<file path="config.mk">
export PLATFORM = sky130hd
export DESIGN_NAME = ifetch_buffer
export DESIGN_NICKNAME = d
export VERILOG_FILES = /design/src/rtl/ifetch_buffer.sv
export SDC_FILE = /design/constraint.sdc
export NUM_CORES = 1
export LEC_CHECK = 0
export ABC_AREA = 1
export CAP_MARGIN = 30
export CORE_MARGIN = 1
export CORE_UTILIZATION = 35
export DETAILED_ROUTE_END_ITERATION = 8
export PLACE_DENSITY_LB_ADDON = 0.15
export SKIP_LAST_GASP = 1
export SLEW_MARGIN = 20
export SYNTH_ARGS = -nofsm -noshare
export SYNTH_HDL_FRONTEND = slang
export SYNTH_SLANG_ARGS = --single-unit
</file>
<file path="constraint.sdc">
create_clock -name clk -period 10.1 [get_ports clk]
set_input_delay 1.515 -clock clk [delete_from_list [all_inputs] [get_ports clk]]
set_output_delay 1.515 -clock clk [all_outputs]
set_load 0.02 [all_outputs]
</file>
<file path="src/rtl/ifetch_buffer.sv">
// Fetch stage: issues word reads to a 1-cycle synchronous instruction memory and
// queues {instr, pc, misalign} for decode. Define IFETCH_BYPASS_EN to forward a response straight to decode when the FIFO is empty.
module ifetch_buffer #(
  parameter int unsigned ADDR_W = 10,
  parameter int unsigned DEPTH  = 2
) (
  input  logic              clk,
  input  logic              reset,
  input  logic [31:0]       fetch_pc,
  input  logic              fetch_req,
  output logic              fetch_ready,
  input  logic              flush,
  output logic              imem_en,
  output logic [ADDR_W-1:0] imem_addr,
  input  logic [31:0]       imem_rdata,
  output logic              out_valid,
  input  logic              out_ready,
  output logic [31:0]       out_instr,
  output logic [31:0]       out_pc,
  output logic              out_misalign
);

  localparam int unsigned PTR_W = $clog2(DEPTH);
  localparam int unsigned CNT_W = PTR_W + 1;

  typedef struct packed {
    logic [31:0] instr;
    logic [31:0] pc;
    logic        mis;
  } entry_t;

  entry_t             fifo_mem [DEPTH];
  logic [PTR_W-1:0]   rd_ptr;
  logic [PTR_W-1:0]   wr_ptr;
  logic [CNT_W-1:0]   count;
  logic               inflight;
  logic [31:0]        inflight_pc;
  logic               inflight_mis;

  logic               req_mis;
  logic               accept;
  logic [CNT_W:0]     credit;
  logic               fifo_empty;
  logic               bypass_valid;
  logic               bypass_take;
  logic               push;
  logic               pop;
  entry_t             resp;
  entry_t             head;
  entry_t             out_entry;

  // Credit counts the in-flight slot so a returning response always has room.
  assign credit      = {1'b0, count} + {{CNT_W{1'b0}}, inflight};
  assign fetch_ready = !flush && (credit < (CNT_W+1)'(DEPTH));
  assign req_mis     = (fetch_pc[1:0] != 2'b00);
  assign accept      = fetch_req && fetch_ready;
  assign imem_en     = accept && !req_mis;
  assign imem_addr   = imem_en ? fetch_pc[ADDR_W+1:2] : '0;

  // Misaligned fetches never touch memory and return a zero instruction.
  assign resp.instr  = inflight_mis ? 32'h0 : imem_rdata;
  assign resp.pc     = inflight_pc;
  assign resp.mis    = inflight_mis;

  assign fifo_empty  = (count == '0);
  assign head        = fifo_mem[rd_ptr];

`ifdef IFETCH_BYPASS_EN
  assign bypass_valid = fifo_empty && inflight && !flush;
`else
  assign bypass_valid = 1'b0;
`endif

  assign bypass_take = bypass_valid && out_ready;
  assign pop         = !fifo_empty && out_ready && !flush;
  assign push        = inflight && !flush && !bypass_take;

  always_comb begin
    out_entry = '0;
    if (!fifo_empty) begin
      out_entry = head;
    end else if (bypass_valid) begin
      out_entry = resp;
    end
  end

  assign out_valid    = !fifo_empty || bypass_valid;
  assign out_instr    = out_entry.instr;
  assign out_pc       = out_entry.pc;
  assign out_misalign = out_entry.mis;

  // Control state; flush outranks push, pop and accept.
  always_ff @(posedge clk) begin
    if (reset) begin
      count        <= '0;
      rd_ptr       <= '0;
      wr_ptr       <= '0;
      inflight     <= 1'b0;
      inflight_pc  <= '0;
      inflight_mis <= 1'b0;
    end else if (flush) begin
      count    <= '0;
      rd_ptr   <= '0;
      wr_ptr   <= '0;
      inflight <= 1'b0;
    end else begin
      inflight <= accept;
      if (accept) begin
        inflight_pc  <= fetch_pc;
        inflight_mis <= req_mis;
      end
      if (push) begin
        wr_ptr <= wr_ptr + PTR_W'(1);
      end
      if (pop) begin
        rd_ptr <= rd_ptr + PTR_W'(1);
      end
      case ({push, pop})
        2'b10:   count <= count + CNT_W'(1);
        2'b01:   count <= count - CNT_W'(1);
        default: count <= count;
      endcase
    end
  end

  // Entry storage needs no reset: occupancy is tracked by count.
  always_ff @(posedge clk) begin
    if (push && !reset) begin
      fifo_mem[wr_ptr] <= resp;
    end
  end

endmodule

</file>
=== After elaboration in Yosys (flattened, before gate mapping) ===
Memory sizes are Yosys's and may differ from the RTL's. A register that Yosys moved wholly into a read port is not among the register bits.
Index checks and enable logic that the tools add are counted.

* Register bits: 38
* Bits in writable memories: 130
* Input bits: 69
* Memories kept: 1
* Word-level logic and storage cells: 40

* Reduce and logical (&&, ||, !) cells: 16
* Mux-type cells: 8
* Equality and inequality tests: 2
* Bitwise logic cells: 1
* Add/sub/neg operators: 5
* $lt $le $gt $ge: 1

{| class="wikitable"
|+ Memory list
! name !! words !! width !! rd ports !! clocked after memory_dff !! wr ports !! line !! text
|-
| fifo_mem || 2 || 65 || 1 || 1 || 1 || 32 || <nowiki>entry_t fifo_mem [DEPTH];</nowiki>
|}

{| class="wikitable"
|+ Operators with widths
! operator !! count
|-
| two-way mux 65 bit || 1
|-
| two-way mux 32 bit || 1
|-
| two-way mux 10 bit || 1
|-
| logical AND 1 bit || 7
|-
| logical NOT 1 bit || 4
|-
| two-way mux 1 bit || 4
|-
| one-hot mux 2 bit (2 select lines) || 1
|-
| nonzero test 2 bit || 2
|-
| adder 2 x 1 -> 3 bit || 1
|-
| less-than comparator 3 x 2 -> 1 bit (second input constant) || 1
|-
| adder 1 bit (second input constant) || 2
|-
| adder 2 x 1 -> 2 bit (second input constant) || 1
|-
| == test 2 x 1 -> 1 bit (second input constant) || 1
|-
| == test 2 bit (second input constant) || 1
|-
| logical NOT 2 bit || 1
|-
| AND reduction 2 bit || 1
|-
| OR reduction 2 bit || 1
|-
| subtractor 2 x 1 -> 2 bit (second input constant) || 1
|-
| NOT 1 bit || 1
|}

=== Longest topological paths before layout ===
* Word-level depth: 6
* Depth in mapped cells: 9
* Mapped depth without buffers: 9

=== Worst setup path after synthesis ===
Ideal clock, no wire load.

* Kind: input to register
* Start: input port flush
* End: memory fifo_mem[1][0] (netlist name) (enable)
* Stages on the path: 3
* Setup time: 0.568 ns
* Buffers on the path: 0
* Slack: 3.469 ns
* Arrival: 6.063 ns
* Cells stage by stage: inv_1 > nand2_1 > nor3_1

* Word-level cells in the longest chain between the ends: 5

{| class="wikitable"
|+ Ends and longest elaborated chain
! item !! line !! text
|-
| start: declaration || 12 || <nowiki>input logic flush,</nowiki>
|-
| logical NOT 1 bit || 76 || <nowiki>assign push = inflight && !flush && !bypass_take;</nowiki>
|-
| logical AND 1 bit || 76 ||
|-
| logical AND 1 bit || 128 || <nowiki>if (push && !reset) begin</nowiki>
|-
| two-way mux 1 bit || 128 ||
|-
| two-way mux 1 bit (implied by the code) || 129 || <nowiki>fifo_mem[wr_ptr] <= resp;</nowiki>
|-
| end: declaration || 32 ||
|}

No other way between the ends.

=== Worst setup path in the final report ===
* Start: input port flush
* End: output port imem_addr[2]

* Word-level cells in the longest chain between the ends: 5

{| class="wikitable"
|+ Ends and longest elaborated chain
! item !! line !! text
|-
| logical NOT 1 bit || 54 || <nowiki>assign fetch_ready = !flush && (credit < (CNT_W+1)'(DEPTH));</nowiki>
|-
| logical AND 1 bit || 54 ||
|-
| logical AND 1 bit || 56 || <nowiki>assign accept = fetch_req && fetch_ready;</nowiki>
|-
| logical AND 1 bit || 57 || <nowiki>assign imem_en = accept && !req_mis;</nowiki>
|-
| two-way mux 10 bit || 58 || <nowiki>assign imem_addr = imem_en ? fetch_pc[ADDR_W+1:2] : '0;</nowiki>
|-
| end: declaration || 14 || <nowiki>output logic [ADDR_W-1:0] imem_addr,</nowiki>
|}

No other way between the ends.

==> impl_metrics.json <==
{
  "io_buffers": 146,
  "core_area_mm2": 0.0188,
  "crit_fanout": 12,
  "antennaDiodeCount": 0,
  "cts_hold_buf": 0,
  "drive_gt1_frac": 0.0743,
  "synthCells": 659,
  "hp-class": "reg2reg",
  "numClockSinks": 169,
  "die-area_mm2": 0.0199,
  "cp-end-kind": "output port",
  "first_pass_iters": 4,
  "layout.nets": 864,
  "drt_iter0_drc": 243,
  "area_delta_synth_final_pct": 33.6,
  "synth_fp_nets": 729,
  "gp_congestion": 0.721,
  "numCtsBuffers": 17,
  "power_density_mw_per_mm2": 166,
  "initial_utilization": 0.360,
  "h-tree-depth": 4,
  "wl_um": 15200,
  "required_ns": 8.59,
  "dp_hpwl_um": 9060,
  "cpMostUsedCell": "clkdlybuf4s50_1",
  "synth_cell_types": 19,
  "critical-path-top-delay-family": "buffers and inverters",
  "syn_area_per_cell_um2": 10.3,
  "fin_crit_ns": 4.96,
  "synthTopCellsByArea": "edfxtp_1 58%, dfxtp_1 12%, nand2_1 10%",
  "yosysTopAreaCell": "edfxtp_1",
  "clockBufferDepth": 2,
  "routedWlPerCell_um": 14.2,
  "overflow": 0,
  "post_cts_resize_count": 0,
  "io_pins": 147,
  "drtAntennaViolNets": 0,
  "cp_cell_sequence": "clkdlybuf4s50_1, nor2_2, nand4_1, nor2_1, clkdlybuf4s50_1",
  "status": "finished clean",
  "yosysSeqAreaShare": 0.691,
  "vias_per_cell": 4.51,
  "slowest_delay_ns": 0.61,
  "postCtsSetupBuffers": 0,
  "cp_slowest_cell": "clkdlybuf4s50_1",
  "hold_viol_final": 0,
  "arrival_ns": 3.44,
  "leakagePower_nw": 3.44,
  "cts-root-buf": "clkbuf_16",
  "instances_no_fill": 1067,
  "numPlacedInstances": 1035,
  "die_w_um": 141,
  "yosysWarnings": 0,
  "slew_viol_final": 0,
  "grt_max_degree": 67,
  "slew_headroom": 0.452,
  "vias": 4811,
  "vdd_drop_max_uv": 124,
  "ys_ff_latch": 169,
  "rows": 50,
  "critPathBufInv": 2,
  "clk_pin_slew_ns": 0.06,
  "grt_usage": 0.159,
  "utilization": 0.481,
  "cts_tree": "built",
  "rsz0062_at_grt": "no",
  "path_class": "in2out",
  "start_kind": "input port",
  "finClkSkew_ns": 0.00860,
  "setup_tns_ns": 0,
  "max_cap_viol_count": 0,
  "antenna_found_initial": 0,
  "post_synth_instance_area_mm2": 0.00678,
  "drc_errors": 0,
  "fp.dieH_um": 141,
  "clk_latency_ns": 0.41,
  "grt_pass1_vias": 4764,
  "period_share": 0.491,
  "max_freq_mhz": 202,
  "grt_pass1_wl_um": 24000,
  "synth_top_area_share": 0.576,
  "setup_viol": 0,
  "tightest_slew_ns": 0.820
}
[kinds of logic (layout without fill, tap and decap cells)]
family,after synthesis,after routing,synth area share
simple gates,307,307,0.179
flops,169,169,0.691
buf+inv,101,249,0.0646
compound gates,81,81,0.0637
fa+ha+maj,1,1,0.00185
[flip-flops by register name, indices dropped and copies added (netlist names), named ones only]
signal and cells:
fifo_mem 130, inflight_pc 32, count 2, inflight 1, inflight_mis 1, rd_ptr 1
wr_ptr 1
[where the power goes]
group	switching (W)	internal [W]	total, W
clock	0.000253	0.000401	0.000654
combinational	0.0000415	0.0000396	0.0000811
sequential	0.00000599	0.000761	0.000767
[worst paths after layout]
path              slack, ns               to            start  depth (start not counted)
setup / recovery       5.14     imem_addr[2]            flush                          5
hold / removal         0.45  fifo_mem[0][31]  inflight_pc[30]                          0
setup reg to reg       8.00  fifo_mem[0][58]           wr_ptr                          4
hold reg to reg        0.45  fifo_mem[0][31]  inflight_pc[30]                          0
[synth_stat cells (all sizes together)]
| master | instances |
|---|---|
| a21oi | 80 |
| buf | 27 |
| clkbuf | 11 |
| dfxtp | 39 |
| edfxtp | 130 |
| ha | 1 |
| inv | 63 |
| nand2 | 193 |
| nand3 | 4 |
| nand4 | 10 |
| nor2 | 97 |
| nor3 | 1 |
| o21ai | 1 |
| or2 | 2 |
[layer usage]
metal / global-route usage / vias to the layer above / part of all wire
li1: - / 2411 / -
met1: 0.208 / 2254 / 0.46
met2: 0.257 / 134 / 0.47
met3: 0.0357 / 12 / 0.054
met4: 0.0584 / 0 / 0.0091
met5: 0 / - / 0
[worst reg2reg max path, stage by stage (launching register included)]
cell and delay [ns]:
dfxtp_1 0.31, inv_1 0.07, nand3_1 0.13, nor2_4 0.57, buf_4 0.64
[stage by stage]
stage	hold WS (ns)	worst slack (ns)	area [µm²]	total power [W]
after CTS	0.448	5.14	9060	0.00152
final	0.453	5.14	9060	0.00150
after global placement	0.430	5.23	8450	0.000860
after floorplan	0.424	3.47	6780	0.000821
after global routing	0.464	5.03	9060	0.00155
after detailed placement	0.438	5.14	8450	0.000862
[cell usage in the layout, fill, tap and decap left out, types with 3 or more instances in the layout]
master / Yosys / layout
nand2_1: 186 / 186
clkbuf_16: 0 / 19
a21oi_1: 73 / 73
nand4_1: 10 / 10
a21oi_2: 7 / 7
inv_1: 63 / 62
nand3_1: 3 / 3
clkbuf_1: 11 / 3
dfxtp_1: 39 / 38
buf_4: 0 / 8
nand2_2: 7 / 7
clkdlybuf4s50_1: 0 / 146
nor2_1: 96 / 94
edfxtp_1: 130 / 130
[cell type report]
class | count | area, µm²
fillers | 1743 | 9770
flip-flops and latches | 169 | 4690
multi-input cells | 389 | 1680
repair buffers | 154 | 1520
clock buffers | 23 | 500
well taps | 260 | 325
inverters | 63 | 236
clock inverters | 9 | 111
Note: power is estimated with default switching activity, not from simulation.
